[src/rtl/lsu_ctrl.sv]
// lsu_ctrl: multi-cycle load/store unit between the execute stage and a
// handshaked, bus-word-aligned memory port. One request per transaction;
// store data is lane-shifted with byte enables, load data is returned
// sign- or zero-extended.
// Build option: define LSU_MISALIGN_SPLIT_EN to split accesses that straddle
// a bus word into two beats. Without it, any access whose offset is not a
// multiple of its size is rejected with resp_err and no bus beat.
module lsu_ctrl #(
  parameter int XLEN  = 64,
  parameter int BYTES = XLEN / 8,
  parameter int OFF_W = $clog2(XLEN / 8)
) (
  input  logic             clk,
  input  logic             rst,
  input  logic             req_valid,
  output logic             req_ready,
  input  logic             req_load,
  input  logic [2:0]       req_funct3,
  input  logic [XLEN-1:0]  req_addr,
  input  logic [XLEN-1:0]  req_wdata,
  output logic             resp_valid,
  output logic [XLEN-1:0]  resp_data,
  output logic             resp_err,
  output logic             mem_valid,
  input  logic             mem_ready,
  output logic             mem_we,
  output logic [XLEN-1:0]  mem_addr,
  output logic [XLEN-1:0]  mem_wdata,
  output logic [BYTES-1:0] mem_wmask,
  input  logic             mem_rvalid,
  input  logic [XLEN-1:0]  mem_rdata
);

  typedef enum logic [2:0] {IDLE, BEAT1, WAIT1, BEAT2, WAIT2, RESP} state_t;

  state_t           r_state;
  logic             r_load;
  logic [2:0]       r_f3;
  logic [OFF_W-1:0] r_off;

  logic [OFF_W-1:0] w_off;
  logic [XLEN-1:0]  w_addr_al;
  logic [3:0]       w_size;
  logic [7:0]       w_mask_base;
  logic             w_illegal;
  logic [XLEN-1:0]  w_beat1_data;
  logic [BYTES-1:0] w_beat1_mask;
  logic [XLEN-1:0]  w_raw;
  logic [XLEN-1:0]  w_left;
  logic [XLEN-1:0]  w_load_res;
  logic [7:0]       w_nbits;
  logic [7:0]       w_pad;

`ifdef LSU_MISALIGN_SPLIT_EN
  logic             r_split;
  logic [XLEN-1:0]  r_addr_al;
  logic [XLEN-1:0]  r_lo;
  logic [XLEN-1:0]  r_hi_wdata;
  logic [BYTES-1:0] r_hi_wmask;
  logic             w_split;
  logic [2*XLEN-1:0]  w_wide_data;
  logic [2*BYTES-1:0] w_wide_mask;
  logic [XLEN-1:0]  w_lo;
  logic [XLEN-1:0]  w_hi;
`endif

  assign w_off     = req_addr[OFF_W-1:0];
  assign w_addr_al = {req_addr[XLEN-1:OFF_W], {OFF_W{1'b0}}};

  // Decode the incoming request: size, legality, split and beat-1 lane data.
  always_comb begin
    // NOTE: every always_comb output gets a default first so no path can infer a latch.
    w_size      = 4'd1 << req_funct3[1:0];
    w_mask_base = 8'h01;
    case (req_funct3[1:0])
      2'b00:   w_mask_base = 8'h01;
      2'b01:   w_mask_base = 8'h03;
      2'b10:   w_mask_base = 8'h0F;
      default: w_mask_base = 8'hFF;
    endcase
    w_illegal = 1'b0;
    if (!req_load && req_funct3[2])
      w_illegal = 1'b1;
    if (req_load && req_funct3 == 3'b111)
      w_illegal = 1'b1;
    if (XLEN == 32 && (req_funct3[1:0] == 2'b11 || (req_load && req_funct3 == 3'b110)))
      w_illegal = 1'b1;
`ifdef LSU_MISALIGN_SPLIT_EN
    w_split      = (5'(w_off) + 5'(w_size)) > 5'(BYTES);
    w_wide_data  = {{XLEN{1'b0}}, req_wdata} << {w_off, 3'b000};
    w_wide_mask  = (2*BYTES)'(w_mask_base) << w_off;
    w_beat1_data = w_wide_data[XLEN-1:0];
    w_beat1_mask = w_wide_mask[BYTES-1:0];
`else
    if ((5'(w_off) & 5'(w_size - 4'd1)) != 5'd0)
      w_illegal = 1'b1;
    w_beat1_data = req_wdata << {w_off, 3'b000};
    w_beat1_mask = BYTES'(w_mask_base) << w_off;
`endif
  end

  // Align the returned word(s) to the request offset and extend to XLEN.
  always_comb begin
`ifdef LSU_MISALIGN_SPLIT_EN
    w_lo  = (r_state == WAIT1) ? mem_rdata : r_lo;
    w_hi  = (r_state == WAIT2) ? mem_rdata : {XLEN{1'b0}};
    w_raw = XLEN'({w_hi, w_lo} >> {r_off, 3'b000});
`else
    w_raw = mem_rdata >> {r_off, 3'b000};
`endif
    w_nbits    = 8'd8 << r_f3[1:0];
    w_pad      = (w_nbits >= 8'(XLEN)) ? 8'd0 : 8'(XLEN) - w_nbits;
    w_left     = w_raw << w_pad;
    w_load_res = r_f3[2] ? (w_left >> w_pad) : XLEN'($signed(w_left) >>> w_pad);
  end

  // Transaction FSM with registered handshake, bus and response outputs.
  always_ff @(posedge clk or posedge rst) begin
    if (rst) begin
      r_state    <= IDLE;
      r_load     <= 1'b0;
      r_f3       <= 3'b000;
      r_off      <= '0;
      req_ready  <= 1'b1;
      resp_valid <= 1'b0;
      resp_data  <= '0;
      resp_err   <= 1'b0;
      mem_valid  <= 1'b0;
      mem_we     <= 1'b0;
      mem_addr   <= '0;
      mem_wdata  <= '0;
      mem_wmask  <= '0;
`ifdef LSU_MISALIGN_SPLIT_EN
      r_split    <= 1'b0;
      r_addr_al  <= '0;
      r_lo       <= '0;
      r_hi_wdata <= '0;
      r_hi_wmask <= '0;
`endif
    end else begin
      // NOTE: sequential state uses non-blocking assignments so every branch sees pre-edge values.
      resp_valid <= 1'b0;
      case (r_state)
        IDLE: begin
          if (req_valid && req_ready) begin
            req_ready <= 1'b0;
            r_load    <= req_load;
            r_f3      <= req_funct3;
            r_off     <= w_off;
`ifdef LSU_MISALIGN_SPLIT_EN
            r_split    <= w_split;
            r_addr_al  <= w_addr_al;
            r_hi_wdata <= req_load ? '0 : w_wide_data[2*XLEN-1:XLEN];
            r_hi_wmask <= req_load ? '0 : w_wide_mask[2*BYTES-1:BYTES];
`endif
            if (w_illegal) begin
              r_state    <= RESP;
              resp_valid <= 1'b1;
              resp_err   <= 1'b1;
              resp_data  <= '0;
            end else begin
              r_state   <= BEAT1;
              mem_valid <= 1'b1;
              mem_we    <= !req_load;
              mem_addr  <= w_addr_al;
              mem_wdata <= req_load ? '0 : w_beat1_data;
              mem_wmask <= req_load ? '0 : w_beat1_mask;
            end
          end
        end
        BEAT1: begin
          if (mem_ready) begin
`ifdef LSU_MISALIGN_SPLIT_EN
            if (!r_load && r_split) begin
              r_state   <= BEAT2;
              mem_addr  <= r_addr_al + XLEN'(BYTES);
              mem_wdata <= r_hi_wdata;
              mem_wmask <= r_hi_wmask;
            end else
`endif
            begin
              mem_valid <= 1'b0;
              mem_we    <= 1'b0;
              mem_wmask <= '0;
              if (r_load) begin
                r_state <= WAIT1;
              end else begin
                r_state    <= RESP;
                resp_valid <= 1'b1;
                resp_err   <= 1'b0;
                resp_data  <= '0;
              end
            end
          end
        end
        WAIT1: begin
          if (mem_rvalid) begin
`ifdef LSU_MISALIGN_SPLIT_EN
            if (r_split) begin
              r_lo      <= mem_rdata;
              r_state   <= BEAT2;
              mem_valid <= 1'b1;
              mem_addr  <= r_addr_al + XLEN'(BYTES);
            end else
`endif
            begin
              r_state    <= RESP;
              resp_valid <= 1'b1;
              resp_err   <= 1'b0;
              resp_data  <= w_load_res;
            end
          end
        end
`ifdef LSU_MISALIGN_SPLIT_EN
        BEAT2: begin
          if (mem_ready) begin
            mem_valid <= 1'b0;
            mem_we    <= 1'b0;
            mem_wmask <= '0;
            if (r_load) begin
              r_state <= WAIT2;
            end else begin
              r_state    <= RESP;
              resp_valid <= 1'b1;
              resp_err   <= 1'b0;
              resp_data  <= '0;
            end
          end
        end
        WAIT2: begin
          if (mem_rvalid) begin
            r_state    <= RESP;
            resp_valid <= 1'b1;
            resp_err   <= 1'b0;
            resp_data  <= w_load_res;
          end
        end
`endif
        RESP: begin
          r_state   <= IDLE;
          req_ready <= 1'b1;
        end
        default: begin
          r_state   <= IDLE;
          req_ready <= 1'b1;
        end
      endcase
    end
  end

endmodule
[config.mk]
export PLATFORM = sky130hd
export DESIGN_NAME = lsu_ctrl
export DESIGN_NICKNAME = d
export VERILOG_FILES = /design/src/rtl/lsu_ctrl.sv
export SDC_FILE = /design/constraint.sdc
export NUM_CORES = 1
export LEC_CHECK = 0
export CORE_ASPECT_RATIO = 0.8
export CORE_MARGIN = 1
export CORE_UTILIZATION = 48
export CTS_CLUSTER_DIAMETER = 80
export DETAILED_ROUTE_END_ITERATION = 10
export PLACE_DENSITY = 0.82
export SETUP_SLACK_MARGIN = 0.3
export SYNTH_ARGS = -nofsm -noshare
export SYNTH_HDL_FRONTEND = slang
export SYNTH_SLANG_ARGS = --single-unit
[constraint.sdc]
create_clock -name clk -period 9.5 [get_ports clk]
set_input_delay 1.425 -clock clk [delete_from_list [all_inputs] [get_ports clk]]
set_output_delay 1.425 -clock clk [all_outputs]
set_load 0.05 [all_outputs]
# == Word level (Yosys, flattened, before mapping) ==
# Cells that the tools add are included.
# totals
regBits,212
inputBits,201
out_inout_bits,205
elab_cells,99
# classes
addsub,2
magnitude_cmp,1
n_eq_ne,11
shifts,8
n_mux,45
n_bitwise,3
reduce_logical,16
# op_table
op,n
$mux W64,7
$pmux W64 S3,1
$shl A64 B6 Y64,1
$shl A64 B8 Y64,1
$shr A64 B6 Y64,1
$shr A64 B8 Y64,1
$sshr A64 B8 Y64,1
$mux W8,5
$pmux W8 S3,1
$mux W1,19
$pmux W8 S2,1
$mux W3,5
$ne A2 B2 Y1 const B,6
$pmux W3 S3,1
$ge A8 B7 Y1 const B,1
$shl A4 B2 Y8 const A,1
$shl A8 B3 Y8,1
$sub A7 B8 Y8 const A,1
$pmux W1 S2,3
$pmux W1 S3,2
$reduce_and A3 Y1,2
$reduce_and A6 Y1,1
$and A3 B5 Y5,1
$reduce_bool A5 Y1,1
17 further kinds,21

# == Depth between registers and ports, before layout ==
# depth
ltp_word,8
mapped_depth,13

# == Least setup slack after synthesis ==
# Ideal clock, no wire load.
# synth_path
kind,input -> register
start,input req_addr[2]
end,register mem_wdata[32]
setup_time_ns,0.133
t_arrival_ns,3.018
slack_ns,6.348
cell_stages,10
path_buffers,4
path_cell_list,clkbuf_1 > o21a_1 > o21ai_0 > nand3_1 > or2_2 > clkbuf_1 > clkbuf_1 > clkbuf_1 > nand2_1 > o21ai_0
# synth_between
elab_chain_len,5
# synth_rtl
item,line_no,text
"start, declared",19,"input logic [XLEN-1:0] req_addr,"
branches (longest 5 deep; another with $shl A64 B6 Y64),n/a,
"end signal, assigned",166,mem_wdata <= req_load ? '0 : w_beat1_data;
"end, declared",28,"output logic [XLEN-1:0] mem_wdata,"
# Several ways; the timed one is not identified.
# A chain may end at the register's enable or synchronous reset.

# == Worst setup path in the final report ==
# layout_path
start,input req_addr[2]
end,register mem_wmask[6]
# layout_between
elab_chain_len,5
# layout_rtl
item,line_no,text
$shl A8 B3 Y8 / $and A3 B5 Y5 (equally long branches),"98, 95",
$mux W8 / $reduce_bool A5 Y1 (equally long branches),"167, 95",
$mux W8 / $mux W1 (equally long branches),"156, 95",
$mux W8 / $ne A2 B2 Y1 (equally long branches),n/a,
$pmux W8 S2 / $reduce_and A4 Y1 (equally long branches),n/a,
"end signal, assigned",167,mem_wmask <= req_load ? '0 : w_beat1_mask;
"end, declared",29,"output logic [BYTES-1:0] mem_wmask,"
# Several ways; a longest one is shown, not always the timed one. The select of a mux whose other input is x is not followed.

==> out/qor.txt <==
Status - complete, no violations
Nets - 1,988
Reg area - 0.00531 mm^2
Min-Delay Path Class - flop to flop
Post-CTS Setup Bufs - 0
Synth warn - 0
Met2 routed WL - 22,100 um
Placeable Area - 0.0265 mm^2
Drt total wl - 51,200 um
Fin crit period - 4.61 ns
DIE WIDTH - 187 um
Drt first pass iters - 8
Cell taking the most area after synthesis - dfrtp_1
Int Pwr - 1.60 mW
Avg Inst Size Synth - 8.94 um^2
Synth Instances - 1,464
Initial Util - 49.4%
DR top layer - met4
CP Cell Sequence - clkdlybuf4s50_1 > buf_4 > o21a_1 > o21ai_0 > nand3_1 > or2_4 > buf_4 > nor2_1 > a32o_1
Hold Startpoint - mem_wdata[6]
Launch point of the worst reg-to-reg path - r_f3[0]
TritonCTS Sinks - 212
Clock latency on the worst-skew pair - 0.52 ns
Root buf cell - clkbuf_16
Antenna Nets Post-Route - 0
CP Capture Type - flop
Max Freq - 217 MHz
Worst hold slack - 0.469 ns
First-pass GRT wire length - 77,300 um
Finish-stage setup viols - 0
Area of the multi-input gates - 0.00718 mm^2
Final worst clock skew - 0.0139 ns
Clk buf depth - 3
Leakage power - 7.85 nW
Num CTS Buffers - 23
Total track usage - 35.8%
Clk pwr share - 44.4%
Switch Pwr - 0.523 mW
H-Tree Depth - 1
GRT overflow - 0
Commonest non-fill, non-tap cell in the layout - clkdlybuf4s50_1
Vias - 13,400
Reg clk slew, reported paths - 0.06 ns
Vias in the first global route - 12,700
Comb power frac - 13.0%
Largest net degree at the start of global routing - 147
IO Count - 406
Detailed Place HPWL - 37,800 um
Async S/R FF share, synth - 100%
Drt first-iter violations - 1,861
Relative slew margins - 25.6%
Filler cells - 2,095
DR WL met3 - 6110 um
Drc violations - 0
Die area - 0.0279 mm^2
Synth area leaders - dfrtp_1 (40%), nand2_1 (10%), mux2i_1 (5.7%), mux4_2 (5.0%), mux2_2 (3.7%)
Via density - 6.19
Inserted Diodes - 0
Power Density - 118 mW/mm^2
Distinct cell type count after synthesis - 83
Net Sw Frac - 24.7%
Rows - 53
CTS tree - built
Fraction of layout cells with a size suffix above 1 - 8.88%
Crit path arrival time - 5.00 ns
Share of the synthesized area in the top cell type - 40.3%
RSZ-0062 raised after global routing - false
Slew Limit Fails - 0
Critical path's most frequent cell - buf_4
FF-to-FF setup slack - 4.96 ns
Worst Tran Pin Value - 1.12 ns
Final Hold Fails - 0
Routability congestion estimate - 1.05
Reg power frac - 42.6%
Worst Setup Path Type - input port to flop
Slowest CP cell - buf_4
Initial antenna violation count - 0
Ys flop type - dfrtp_1
Post-CTS Resized - 0
Max-Cap Viols - 0
Fin crit share - 48.5%
Die extent in y - 150 um
Hold Buf Count CTS - 0
M1 wire length - 21,400 um
Worst-path fanout max - 109
Slowest cell delay on critical path - 0.93 ns
Commonest cells after routing, fill and taps aside - clkdlybuf4s50_1 (400), nand2_1 (360), dfrtp_1 (208), nor2_1 (82), mux2i_1 (75)
Setup TNS - 0 ns
Avg WL per Cell - 23.7 um
Worst setup startpoint - req_addr[2]
Synth Cell Area - 0.0131 mm^2
Post-synthesis sequential area ratio - 40.5%
Layout area overhead - 37.0%
Post-synth EDFFs - 0
Synthesis-stage register bit count - 212
Port buffer count - 402
Peak supply drop - 0.110 mV
Data required, critical path - 9.90 ns
Worst Setup Start Kind - input port
critical path, delay by kind of cell:
kind | cells | cell delay, ns
buffers and inverters | 3 | 1.81
AO/OA/AOI/OAI | 3 | 0.55
AND/OR/NAND/NOR | 3 | 1.15
logic make-up after synthesis:
group           share of synthesized area (%)
compound gates                           20.9
fa+ha+maj                               0.268
buf+inv                                  4.87
flops                                    40.5
mux                                      14.6
other cells                            0.0286
simple gates                             18.8
stage by stage:
step                utilization (%)  setup WS, ns  area (um^2)  power [mW]  std cells
global placement               64.7          4.52        17200        1.18       2117
floorplan                         -          2.28        13100        1.05       1466
global route                   67.7          4.63        17900        2.18       2159
detailed placement             64.7          4.48        17200        1.19       2117
CTS                            67.7          4.94        17900        2.12       2159
finish                         67.7          4.89        17900        2.12       2159
cell type report:
cell class	count	area share [%]
multi-input combinational	1109	40.0
sequential	212	29.6
timing repair buffer	419	23.1
clock buffer	31	3.60
tap	357	2.49
clock inverter	11	0.767
inverter	20	0.460
final timing paths:
check                      cells after the start            end
hold / removal                                 2   mem_wdata[6]
max in group asynchronous                      3       r_off[2]
min in group asynchronous                      2   mem_addr[49]
setup / recovery                               9   mem_wmask[6]
setup reg to reg                              10  resp_data[13]
hold reg to reg                                2   mem_wdata[6]
registers in the layout, summed over array words and instances (netlist names):
| register | count |
|---|---|
| r_f3 | 3 |
| mem_wmask | 8 |
| mem_addr | 61 |
| req_ready | 1 |
| r_state | 3 |
| r_load | 1 |
| mem_we | 1 |
| resp_data | 64 |
| resp_err | 1 |
| mem_valid | 1 |
| resp_valid | 1 |
| mem_wdata | 64 |
| r_off | 3 |
per-layer routing:
layer	global-route usage, %	vias up
met1	51.9	6458
met2	52.1	882
li1	-	5911
met4	10.3	0
met3	10.1	119
met5	0	-
power groups by stage:
| stage | combinational, mW | sequential [mW] | clock, mW |
|---|---|---|---|
| after floorplan | 0.127 | 0.920 | 0 |
| after global placement | 0.265 | 0.919 | 0 |
| after detailed placement | 0.269 | 0.919 | 0 |
| after CTS | 0.270 | 0.903 | 0.948 |
| after global routing | 0.293 | 0.902 | 0.981 |
| final | 0.275 | 0.903 | 0.941 |
Yosys cell counts (all sizes together) (15+ instances only):
master,n
a211oi,18
a21oi,62
a22o,36
buf,49
clkbuf,76
dfrtp,211
inv,15
mux2,45
mux2i,75
mux4,29
nand2,360
nand3,25
nor2,85
nor2b,23
nor3,22
o21ai,74
o31ai,47
No activity file was read; power rests on OpenSTA's default activity.
